## config.mk

```make
export PLATFORM = sky130hd
export DESIGN_NAME = sp_ram_arbiter_flat
export DESIGN_NICKNAME = d
export VERILOG_FILES = /design/src/rtl/sp_ram_arbiter_pkg.sv /design/src/rtl/sp_ram_arbiter_if.sv /design/src/rtl/sp_ram_arbiter_rr_arbiter.sv /design/src/rtl/sp_ram_arbiter.sv /design/src/flat_wrapper.sv
export SDC_FILE = /design/constraint.sdc
export NUM_CORES = 1
export LEC_CHECK = 0
export ABC_CLOCK_PERIOD_IN_PS = 1600
export BUFFER_PORTS_ARGS = -buffer_cell sky130_fd_sc_hd__buf_4
export CELL_PAD_IN_SITES_DETAIL_PLACEMENT = 0
export CELL_PAD_IN_SITES_GLOBAL_PLACEMENT = 1
export CORE_MARGIN = 1
export CORE_UTILIZATION = 15
export DETAILED_ROUTE_END_ITERATION = 10
export GPL_TIMING_DRIVEN = 0
export PLACE_DENSITY = 0.93
export SLEW_MARGIN = 40
export SYNTH_ARGS = -nofsm -noshare
export SYNTH_HDL_FRONTEND = slang
export SYNTH_SLANG_ARGS = --single-unit
```

## constraint.sdc

```tcl
create_clock -name clk -period 1.6 [get_ports clk]
set_clock_uncertainty 0.15 [all_clocks]
set_input_delay 0.24 -clock clk [delete_from_list [all_inputs] [get_ports clk]]
set_output_delay 0.24 -clock clk [all_outputs]
set_load 0.02 [all_outputs]
```

## src/rtl/sp_ram_arbiter_pkg.sv

```systemverilog
`default_nettype none
// ============================================================================
// Module      : sp_ram_arb_pkg
// Description : Shared helpers for the single-port RAM round-robin arbiter:
//               master-index width and wrap-around increment.
// Revision    : 1.0 - initial release
// ============================================================================
package sp_ram_arb_pkg;

    localparam int c_default_n_masters  = 2;
    localparam int c_default_addr_width = 8;
    localparam int c_default_data_width = 32;

    // Width of a master index; at least one bit so a 1-bit vector is legal.
    function automatic int idx_w(input int n);
        return (n > 1) ? $clog2(n) : 1;
    endfunction

    // Next master index after idx, wrapping from n-1 back to 0.
    function automatic int wrap_inc(input int idx, input int n);
        return (idx + 1 >= n) ? 0 : idx + 1;
    endfunction

endpackage
`default_nettype wire

```

## src/rtl/sp_ram_arbiter_if.sv

```systemverilog
`default_nettype none
// ============================================================================
// Module      : sp_ram_arbiter_if
// Description : Bundle of master-side and RAM-side signals of the arbiter.
//               'slave' is the arbiter's view, 'master' the environment's.
// Revision    : 1.0 - initial release
// ============================================================================
interface sp_ram_arbiter_if #(
    parameter int N_MASTERS  = 2,
    parameter int ADDR_WIDTH = 8,
    parameter int DATA_WIDTH = 32
) ();

    // Master side
    logic [N_MASTERS-1:0]              m_req_i;
    logic [N_MASTERS*ADDR_WIDTH-1:0]   m_addr_i;
    logic [N_MASTERS-1:0]              m_we_i;
    logic [N_MASTERS*DATA_WIDTH-1:0]   m_wdata_i;
    logic [N_MASTERS*DATA_WIDTH/8-1:0] m_be_i;
    logic [N_MASTERS-1:0]              m_gnt_o;
    logic [N_MASTERS-1:0]              m_rvalid_o;
    logic [DATA_WIDTH-1:0]             m_rdata_o;

    // RAM side
    logic                              mem_req_o;
    logic [ADDR_WIDTH-1:0]             mem_addr_o;
    logic                              mem_we_o;
    logic [DATA_WIDTH-1:0]             mem_wdata_o;
    logic [DATA_WIDTH/8-1:0]           mem_be_o;
    logic                              mem_gnt_i;
    logic                              mem_rvalid_i;
    logic [DATA_WIDTH-1:0]             mem_rdata_i;

    modport slave (
        input  m_req_i, m_addr_i, m_we_i, m_wdata_i, m_be_i,
        input  mem_gnt_i, mem_rvalid_i, mem_rdata_i,
        output m_gnt_o, m_rvalid_o, m_rdata_o,
        output mem_req_o, mem_addr_o, mem_we_o, mem_wdata_o, mem_be_o
    );

    modport master (
        output m_req_i, m_addr_i, m_we_i, m_wdata_i, m_be_i,
        output mem_gnt_i, mem_rvalid_i, mem_rdata_i,
        input  m_gnt_o, m_rvalid_o, m_rdata_o,
        input  mem_req_o, mem_addr_o, mem_we_o, mem_wdata_o, mem_be_o
    );

endinterface
`default_nettype wire

```

## src/rtl/sp_ram_arbiter_rr_arbiter.sv

```systemverilog
`default_nettype none
// ============================================================================
// Module      : rr_arbiter
// Description : Combinational round-robin select. Picks the first requester
//               at or after ptr, searching upwards with wrap-around.
// Revision    : 1.0 - initial release
// ============================================================================
module rr_arbiter
    import sp_ram_arb_pkg::*;
#(
    parameter int N_MASTERS = c_default_n_masters,
    parameter int IDX_W     = idx_w(N_MASTERS)
) (
    input  logic [N_MASTERS-1:0] req,
    input  logic [IDX_W-1:0]     ptr,
    output logic [N_MASTERS-1:0] gnt,
    output logic [IDX_W-1:0]     sel
);

    // One extra bit so ptr+k can exceed N_MASTERS-1 before the wrap.
    localparam logic [IDX_W:0] c_n = (IDX_W+1)'(N_MASTERS);

    // Scan from ptr upwards; the first hit wins, sel stays 0 when idle so the
    // request fields default to master 0.
    always_comb begin
        logic [IDX_W:0] v_idx;
        logic           v_found;
        gnt     = '0;
        sel     = '0;
        v_found = 1'b0;
        for (int k = 0; k < N_MASTERS; k++) begin
            v_idx = {1'b0, ptr} + (IDX_W+1)'(k);
            if (v_idx >= c_n) begin
                v_idx = v_idx - c_n;
            end
            if (!v_found && req[v_idx[IDX_W-1:0]]) begin
                v_found                  = 1'b1;
                sel                      = v_idx[IDX_W-1:0];
                gnt[v_idx[IDX_W-1:0]]    = 1'b1;
            end
        end
    end

endmodule
`default_nettype wire

```

## src/rtl/sp_ram_arbiter.sv

```systemverilog
`default_nettype none
// ============================================================================
// Module      : sp_ram_arbiter
// Description : Shares one single-port RAM (req/gnt/rvalid, one-cycle read
//               latency) between N_MASTERS requesters with round-robin
//               priority, and routes each response to the master that owns it.
// Revision    : 1.0 - initial release
// ============================================================================
module sp_ram_arbiter
    import sp_ram_arb_pkg::*;
#(
    parameter int N_MASTERS  = c_default_n_masters,
    parameter int ADDR_WIDTH = c_default_addr_width,
    parameter int DATA_WIDTH = c_default_data_width
) (
    input  logic             clk,
    input  logic             rst,
    sp_ram_arbiter_if.slave  bus
);

    localparam int IDX_W = idx_w(N_MASTERS);
    localparam int BE_W  = DATA_WIDTH / 8;

    typedef struct packed {
        logic [ADDR_WIDTH-1:0] addr;
        logic                  we;
        logic [DATA_WIDTH-1:0] wdata;
        logic [BE_W-1:0]       be;
    } req_t;

    req_t                 w_reqs [N_MASTERS];
    req_t                 w_sel_req;
    logic [N_MASTERS-1:0] w_gnt_oh;
    logic [IDX_W-1:0]     w_sel;
    logic [IDX_W-1:0]     w_ptr_nxt;
    logic                 w_any_req;
    logic                 w_accept;
    logic [N_MASTERS-1:0] w_rvalid;

    logic [IDX_W-1:0]     r_ptr;
    logic [IDX_W-1:0]     r_owner;
    logic                 r_pend;

    // Unpack the flat per-master buses into request records.
    for (genvar gi = 0; gi < N_MASTERS; gi++) begin : g_unpack
        assign w_reqs[gi] = '{
            addr:  bus.m_addr_i[gi*ADDR_WIDTH +: ADDR_WIDTH],
            we:    bus.m_we_i[gi],
            wdata: bus.m_wdata_i[gi*DATA_WIDTH +: DATA_WIDTH],
            be:    bus.m_be_i[gi*BE_W +: BE_W]
        };
    end

    rr_arbiter #(
        .N_MASTERS (N_MASTERS),
        .IDX_W     (IDX_W)
    ) u_rr_arbiter (
        .req (bus.m_req_i),
        .ptr (r_ptr),
        .gnt (w_gnt_oh),
        .sel (w_sel)
    );

    assign w_any_req = |bus.m_req_i;
    assign w_accept  = w_any_req & bus.mem_gnt_i;
    assign w_sel_req = w_reqs[w_sel];
    assign w_ptr_nxt = IDX_W'(wrap_inc(int'(w_sel), N_MASTERS));

    // Request path is purely combinational: no added latency to the RAM.
    assign bus.mem_req_o   = w_any_req;
    assign bus.mem_addr_o  = w_sel_req.addr;
    assign bus.mem_we_o    = w_sel_req.we;
    assign bus.mem_wdata_o = w_sel_req.wdata;
    assign bus.mem_be_o    = w_sel_req.be;
    assign bus.m_gnt_o     = w_gnt_oh & {N_MASTERS{bus.mem_gnt_i}};

    // Read data is shared; only the owner's rvalid qualifies it.
    assign bus.m_rdata_o   = bus.mem_rdata_i;
    assign bus.m_rvalid_o  = w_rvalid;

    // Steer the RAM response to whichever master was accepted last cycle.
    always_comb begin
        w_rvalid = '0;
        if (bus.mem_rvalid_i && r_pend) begin
            w_rvalid[r_owner] = 1'b1;
        end
    end

    // Advance priority past the winner and remember who owns the response;
    // the RAM answers every accept next cycle, so a single slot suffices.
    always_ff @(posedge clk) begin
        if (rst) begin
            r_ptr   <= '0;
            r_owner <= '0;
            r_pend  <= 1'b0;
        end else if (w_accept) begin
            r_ptr   <= w_ptr_nxt;
            r_owner <= w_sel;
            r_pend  <= 1'b1;
        end else begin
            r_pend  <= 1'b0;
        end
    end

endmodule
`default_nettype wire

```

## src/flat_wrapper.sv

```systemverilog
// flat-port wrapper written by rule: the top's interface ports become plain ports
module sp_ram_arbiter_flat import sp_ram_arb_pkg::*;
#(
    parameter int N_MASTERS  = c_default_n_masters,
    parameter int ADDR_WIDTH = c_default_addr_width,
    parameter int DATA_WIDTH = c_default_data_width
)
  (clk, rst, bus_m_req_i, bus_m_addr_i, bus_m_we_i, bus_m_wdata_i, bus_m_be_i, bus_mem_gnt_i, bus_mem_rvalid_i, bus_mem_rdata_i, bus_m_gnt_o, bus_m_rvalid_o, bus_m_rdata_o, bus_mem_req_o, bus_mem_addr_o, bus_mem_we_o, bus_mem_wdata_o, bus_mem_be_o);
  sp_ram_arbiter_if #(.N_MASTERS(N_MASTERS), .ADDR_WIDTH(ADDR_WIDTH), .DATA_WIDTH(DATA_WIDTH)) bus_i ();
  input  logic clk;
  input  logic rst;
  input wire logic [$bits(bus_i.m_req_i)-1:0] bus_m_req_i;
  input wire logic [$bits(bus_i.m_addr_i)-1:0] bus_m_addr_i;
  input wire logic [$bits(bus_i.m_we_i)-1:0] bus_m_we_i;
  input wire logic [$bits(bus_i.m_wdata_i)-1:0] bus_m_wdata_i;
  input wire logic [$bits(bus_i.m_be_i)-1:0] bus_m_be_i;
  input wire logic [$bits(bus_i.mem_gnt_i)-1:0] bus_mem_gnt_i;
  input wire logic [$bits(bus_i.mem_rvalid_i)-1:0] bus_mem_rvalid_i;
  input wire logic [$bits(bus_i.mem_rdata_i)-1:0] bus_mem_rdata_i;
  output wire logic [$bits(bus_i.m_gnt_o)-1:0] bus_m_gnt_o;
  output wire logic [$bits(bus_i.m_rvalid_o)-1:0] bus_m_rvalid_o;
  output wire logic [$bits(bus_i.m_rdata_o)-1:0] bus_m_rdata_o;
  output wire logic [$bits(bus_i.mem_req_o)-1:0] bus_mem_req_o;
  output wire logic [$bits(bus_i.mem_addr_o)-1:0] bus_mem_addr_o;
  output wire logic [$bits(bus_i.mem_we_o)-1:0] bus_mem_we_o;
  output wire logic [$bits(bus_i.mem_wdata_o)-1:0] bus_mem_wdata_o;
  output wire logic [$bits(bus_i.mem_be_o)-1:0] bus_mem_be_o;
  assign bus_i.m_req_i = bus_m_req_i;
  assign bus_i.m_addr_i = bus_m_addr_i;
  assign bus_i.m_we_i = bus_m_we_i;
  assign bus_i.m_wdata_i = bus_m_wdata_i;
  assign bus_i.m_be_i = bus_m_be_i;
  assign bus_i.mem_gnt_i = bus_mem_gnt_i;
  assign bus_i.mem_rvalid_i = bus_mem_rvalid_i;
  assign bus_i.mem_rdata_i = bus_mem_rdata_i;
  assign bus_m_gnt_o = bus_i.m_gnt_o;
  assign bus_m_rvalid_o = bus_i.m_rvalid_o;
  assign bus_m_rdata_o = bus_i.m_rdata_o;
  assign bus_mem_req_o = bus_i.mem_req_o;
  assign bus_mem_addr_o = bus_i.mem_addr_o;
  assign bus_mem_we_o = bus_i.mem_we_o;
  assign bus_mem_wdata_o = bus_i.mem_wdata_o;
  assign bus_mem_be_o = bus_i.mem_be_o;
  sp_ram_arbiter #(.N_MASTERS(N_MASTERS), .ADDR_WIDTH(ADDR_WIDTH), .DATA_WIDTH(DATA_WIDTH)) u_core (.clk(clk), .rst(rst), .bus(bus_i));
endmodule
```

==> qor.csv, run 1 <==
metric;value;unit
Initial Util;15.8;%
drc violations;0;
global-route wire length before repair;6290;µm
sequential cell area fraction in the yosys report;5.49;%
crit path kind;reg -> out;
Ports;210;
CTS Hold Bufs;0;
Antenna diodes;0;
final setup fails;45;
antenna violations before repair;0;
largest net degree at the start of global routing;11;
Post-Place Cell Area;2540;µm²
Synth Net Count;227;
startpoint types;flip-flop;
synthesis-to-layout area growth;165;%
final wirelength;4920;µm
GRT Util Overall;10.7;%
#FFs+latches synth;3;
relative slew slack;85.0;%
Via density;3.81;
power density cells;466;nW/µm²
Sink Count;3;
post-route ant nets;0;
worst path required time;1.21;ns
worst vdd ir;0.000546;V
Non-Filler Instances;381;
number of max-cap violations;0;
FMAX;549;MHz
worst path buffer plus inverter count;2;
Worst-path clk slew;0.03;ns
vias in the first global route;1313;
setup slack after layout;-0.220;ns
total leakage power;1.62;nW
CTS tree;yes;
Syn Area/Cell;11.0;µm²
Hold WS;0.0490;ns
Synth warnings;0;
Num CTS Buffers;3;
vias;1453;
CTS max path bufs;2;
Synth cell types;16;
total congestion overflow;0;
Cells after DPL;372;
commonest non-fill, non-tap cells in the layout;buf_4 (166), buf_6 (46), mux2_4 (45), buf_12 (5), clkbuf_8 (3);
Detailed Route Iter0 Violations;25;
max-slew violations;0;
clk_lat worst skew;0.22;ns
drt pass-1 iters;3;
Worst Hold Class;in -> reg;
gpl congestion;0.645;
hold depth;2;
share of layout cells above drive strength 1;95.1;%
Core Footprint;6910;µm²
Tmin final;1.82;ns
Mapped Area;1090;µm²
per-cell routed wire length;12.9;µm
Setup crit end kind;output port;
IO Port Bufs;177;
Post-Layout Inst Area;2890;µm²
Reg2Reg Depth;4;
critical path cell sequence;nand2b_4, nand2_8, buf_12, mux2_4, buf_6;
clock root cell;clkbuf_8;
chip width;87.4;µm
logic depth of the worst path, buffers included;5;
Die Footprint;7640;µm²
worst-path fanout max;10;
Rows;30;
Post-layout nets;414;
H-tree levels;1;
CP max stage cell;dfxtp_2;
Final Hold Vio Count;0;
unrepaired setup endpoints after global routing;true;
Post-Syn Instances;99;
most common cell after layout, fill and taps aside;buf_4;
delay-heaviest family, CP;flip-flops;
slowest stage delay, CP;0.31;ns
status;complete, but fails checks;
failing checks;negative setup slack;
Worst-Margin Slew;0.224;ns
die height;87.4;µm
crit path DAT;1.43;ns
total design power;1.35;mW
fin crit share;114;%
hpwl dp;3960;µm
-- report_power, final --
group	leakage [nW]	internal [mW]	switching, mW	total (mW)
clock network	0.0228	0.170	0.0511	0.221
registers	0.0251	0.0803	0.00289	0.0832
logic	1.57	0.635	0.410	1.04
total	1.62	0.885	0.464	1.35
-- synthesized netlist by cell type --
| library cell | instances | share of area (%) |
|---|---|---|
| nand2_1 | 2 | 0.69 |
| dfxtp_1 | 3 | 5.5 |
| nor2_1 | 3 | 1.0 |
| inv_1 | 1 | 0.34 |
| nand2_4 | 1 | 1.0 |
| a21oi_1 | 2 | 0.92 |
| a32oi_1 | 1 | 0.80 |
| mux2_2 | 6 | 6.2 |
| and3_1 | 1 | 0.57 |
| buf_6 | 4 | 4.1 |
| or2_2 | 1 | 0.57 |
| a311oi_1 | 1 | 0.80 |
| nor3b_1 | 1 | 0.69 |
| mux2_4 | 39 | 54 |
| buf_4 | 32 | 22 |
| nand2b_4 | 1 | 1.3 |
-- stage by stage --
stage	TNS (ns)	utilization [%]	setup WS (ns)
5_1_grt	-11.06	41.9	-0.266
3_5_place_dp	-5.69	36.8	-0.158
3_3_place_gp	-4.86	36.8	-0.137
4_1_cts	-9.88	41.7	-0.233
2_1_floorplan	0	-	0.104
6_report	-9.16	41.9	-0.220
-- layer usage --
metal | vias up | share of wire [%] | global-route usage, %
met5 | - | 0 | 0
met3 | 5 | 12 | 2.65
li1 | 692 | - | -
met4 | 0 | 0.69 | 2.68
met1 | 654 | 33 | 11.3
met2 | 102 | 55 | 21.0
-- worst register-to-register path, delay by kind of cell (launching register included) --
| family | cells | cell delay [ns] |
|---|---|---|
| AOI/OAI and AO/OA | 1 | 0.17 |
| buffers and inverters | 1 | 0.14 |
| and+or+nand+nor | 2 | 0.23 |
| DFF | 1 | 0.31 |
-- registers in the layout, indices dropped and copies added (netlist names) --
| name | flops |
|---|---|
| u_core.r_ptr | 1 |
| u_core.r_pend | 1 |
| u_core.r_owner | 1 |
-- repair_timing --
action | 4_1_cts | 5_1_grt
setup endpoints to repair | 46 | 46
cloned | 1 | 0
gates resized for setup | 63 | 1
pin swaps | 1 | 0
setup buffers | 3 | 1
-- cell type report --
class | instances | area [µm²]
Buffer | 36 | 320
Clock buffer | 4 | 45.0
Fill cell | 689 | 4010
Inverter | 1 | 3.75
Multi-Input combinational cell | 60 | 798
Sequential cell | 3 | 61.3
Tap cell | 96 | 120
Timing Repair Buffer | 181 | 1540
-- logic make-up (layout without fill, tap and decap cells) --
family | Yosys count | count (layout) | synth area share, %
and+or+nand+nor | 10 | 11 | 5.84
AOI/OAI and AO/OA | 4 | 4 | 2.52
buffers and inverters | 37 | 222 | 26.4
muxes | 45 | 45 | 59.7
DFF | 3 | 3 | 5.49
-- worst paths after layout --
path / slack (ns) / from / end
worst max-delay path: -0.22 / u_core.r_ptr / bus_mem_wdata_o[14]
worst min-delay path: 0.05 / rst / u_core.r_owner
worst max register to register: 0.49 / u_core.r_ptr / u_core.r_owner
worst min register to register: 0.38 / u_core.r_owner / u_core.r_owner
No activity file was read; power rests on OpenSTA's default activity.
==> run 2: changes to the inputs <==
--- a/config.mk
+++ b/config.mk
@@ -10,11 +10,12 @@
 export CELL_PAD_IN_SITES_DETAIL_PLACEMENT = 0
 export CELL_PAD_IN_SITES_GLOBAL_PLACEMENT = 1
 export CORE_MARGIN = 1
-export CORE_UTILIZATION = 15
+export CORE_UTILIZATION = 13
 export DETAILED_ROUTE_END_ITERATION = 10
 export GPL_TIMING_DRIVEN = 0
-export PLACE_DENSITY = 0.93
+export PLACE_DENSITY = 0.87
 export SLEW_MARGIN = 40
 export SYNTH_ARGS = -nofsm -noshare
 export SYNTH_HDL_FRONTEND = slang
+export SYNTH_HIERARCHICAL = 1
 export SYNTH_SLANG_ARGS = --single-unit
==> qor.csv, run 2 <==
metric;value;unit;change
largest cells by area after synthesis;mux2_2 (53%), buf_4 (25%), dfxtp_1 (6.1%);;
share of synthesized registers carrying an async set or reset;0;%;unchanged
power density cells;472;nW/µm²;+1.1%
total congestion overflow;0;;unchanged
antenna violations before repair;0;;unchanged
#FFs+latches synth;3;;unchanged
share of the synthesized area in the top cell type;53.0;%;-0.54 points
vias in the first global route;1235;;-5.9%
synthesis-to-layout area growth;194;%;
share of layout cells above drive strength 1;94.5;%;-0.55 points
Detailed Route Iter0 Violations;13;;-48%
Rows;31;;+3.3%
total leakage power;1.54;nW;-4.7%
EDFF count, synth;0;;unchanged
setup slack after layout;-0.352;ns;-0.132 ns
relative slew slack;91.2;%;+6.2 points
CTS max path bufs;2;;unchanged
met1 Track Usage GR;12.4;%;+1.1 points
gpl congestion;0.647;;+0.39%
worst path required time;1.21;ns;about the same
unrepaired setup endpoints after global routing;true;;
worst vdd ir;0.000137;V;-75%
Ports;210;;unchanged
failing checks;negative setup slack;;
Core Footprint;7250;µm²;+5.0%
largest registers;u_core/r_owner: 1 flops, u_core/r_pend: 1 flops, u_core/r_ptr: 1 flops;;
sequential cell area fraction in the yosys report;6.15;%;+0.65 points
die height;88.7;µm;+1.5%
number of max-cap violations;0;;unchanged
vias;1441;;-0.83%
IO Port Bufs;177;;unchanged
Syn Area/Cell;9.49;µm²;-14%
global-route wire length before repair;6340;µm;+0.89%
max-slew violations;0;;unchanged
Sink Count;3;;unchanged
worst-path fanout max;8;;-2
startpoint types;flip-flop;;
Initial Util;13.5;%;-2.4 points
most frequent cell after synthesis;mux2_2;;
final setup fails;45;;unchanged
Post-Syn Instances;103;;+4.0%
clk_lat worst skew;0.21;ns;about the same
Yosys top cell by area;mux2_2;;
Worst Hold Class;in -> reg;;
crit path DAT;1.56;ns;+0.13 ns
CTS tree;yes;;
crit path kind;reg -> out;;
chip width;88.7;µm;+1.5%
final wirelength;5460;µm;+11%
Antenna diodes;0;;unchanged
pre-CTS WS;-0.300;ns;-0.142 ns
commonest non-fill, non-tap cells in the layout;buf_4 (182), buf_6 (35), mux2_4 (32), mux2_2 (14), clkbuf_8 (3);;
Die Footprint;7870;µm²;+3.0%
GRT Util Overall;10.8;%;+0.070 points
most common cell after layout, fill and taps aside;buf_4;;
fin crit share;122;%;+8.3 points
met3 Use GR;2.24;%;-0.42 points
Worst-path clk slew;0.03;ns;about the same
drc violations;0;;unchanged
Hold WS;0.0673;ns;+0.0183 ns
Synth cell types;17;;+1
largest net degree at the start of global routing;11;;unchanged
Via density;3.68;;-3.6%
drt pass-1 iters;4;;+1
ys flop type;dfxtp_1;;
Synth warnings;6;;+6
per-cell routed wire length;13.9;µm;+7.9%
post-route ant nets;0;;unchanged
clock root cell;clkbuf_8;;
Worst-Margin Slew;0.129;ns;-0.0951 ns
hpwl dp;4240;µm;+7.1%
met2 Use GR;20.4;%;-0.53 points
GRT busiest layer;met2;;
Mapped Area;977;µm²;-11%
Post-layout nets;422;;+1.9%
total design power;1.35;mW;+0.37%
status;complete, but fails checks;;
most frequent cells after synthesis;mux2_2 (46), buf_4 (32), buf_6 (4);;
Setup crit end kind;output port;;
FMAX;512;MHz;-6.8%
Tmin final;1.95;ns;+0.132 ns
Fillers;672;;-2.5%
Synth Net Count;231;;+1.8%
H-tree levels;1;;unchanged
Final Hold Vio Count;0;;unchanged
Num CTS Buffers;3;;unchanged
## run 2: cell count changes after synthesis, sizes merged, moves of 2 or more
cell,delta
nor2b,+2
and2,+2
nand2,-2
a21oi,-2
a21boi,+3
## run 2: final timing paths
| kind | slack [ns] | from | depth (start not counted) | endpoint |
|---|---|---|---|---|
| setup reg to reg | 0.12 | u_core/r_ptr | 7 | u_core/r_ptr |
| hold / removal | 0.07 | rst | 2 | u_core/r_pend |
| setup / recovery | -0.35 | u_core/r_ptr | 6 | bus_mem_wdata_o[13] |
| hold reg to reg | 0.36 | u_core/r_owner | 2 | u_core/r_owner |
## run 2: cell type report
cell class | count | area (µm²) | share of cell area, %
clock buffer | 4 | 45.0 | 1.57
timing repair buffer | 186 | 1560 | 54.4
sequential | 3 | 61.3 | 2.14
buffer | 37 | 322 | 11.2
multi-input combinational | 62 | 754 | 26.3
inverter | 1 | 3.75 | 0.131
tap | 99 | 124 | 4.31
## run 2: timing repair
action                     in CTS  in global routing
resized for setup              49                 31
setup buffers                   7                  0
gates cloned                    2                  1
setup endpoints to repair      45                 46
hold buffers                    0                  0
## run 2: worst max-delay path, stage by stage (launching register included)
cell      delay, ns
dfxtp_2        0.32
inv_2          0.05
a21boi_4       0.16
buf_12         0.17
buf_4          0.14
mux2_2         0.34
buf_4          0.16
## run 2: power by group
part / switching (mW) / leakage [nW] / total (mW) / internal [mW]
clock network: 0.0462 / 0.0228 / 0.216 / 0.170
registers: 0.00311 / 0.0251 / 0.0838 / 0.0807
logic: 0.425 / 1.49 / 1.05 / 0.630
## run 2: layer usage
| layer | wire length, µm | part of all wire (%) |
|---|---|---|
| met2 | 2950 | 54 |
| met5 | 0 | 0 |
| met3 | 435 | 8.0 |
| met1 | 2070 | 38 |
| met4 | 4 | 0.073 |
## run 2: cells by family after synthesis
logic type      count (synthesis)  synth area share, %
simple gates                   11                 6.27
mux                            47                 54.0
flops                           3                 6.15
buf+inv                        38                 30.1
compound gates                  4                 3.46
## run 2: metrics by stage
stage               setup TNS [ns]  cell area [µm²]  util (%)  cells
floorplan                   -0.853              977         -    103
global placement            -11.23             2430      33.5    379
detailed placement          -11.19             2430      33.5    379
CTS                         -14.74             2740      37.7    392
global route                -15.69             2870      39.6    392
finish                      -13.54             2870      39.6    392
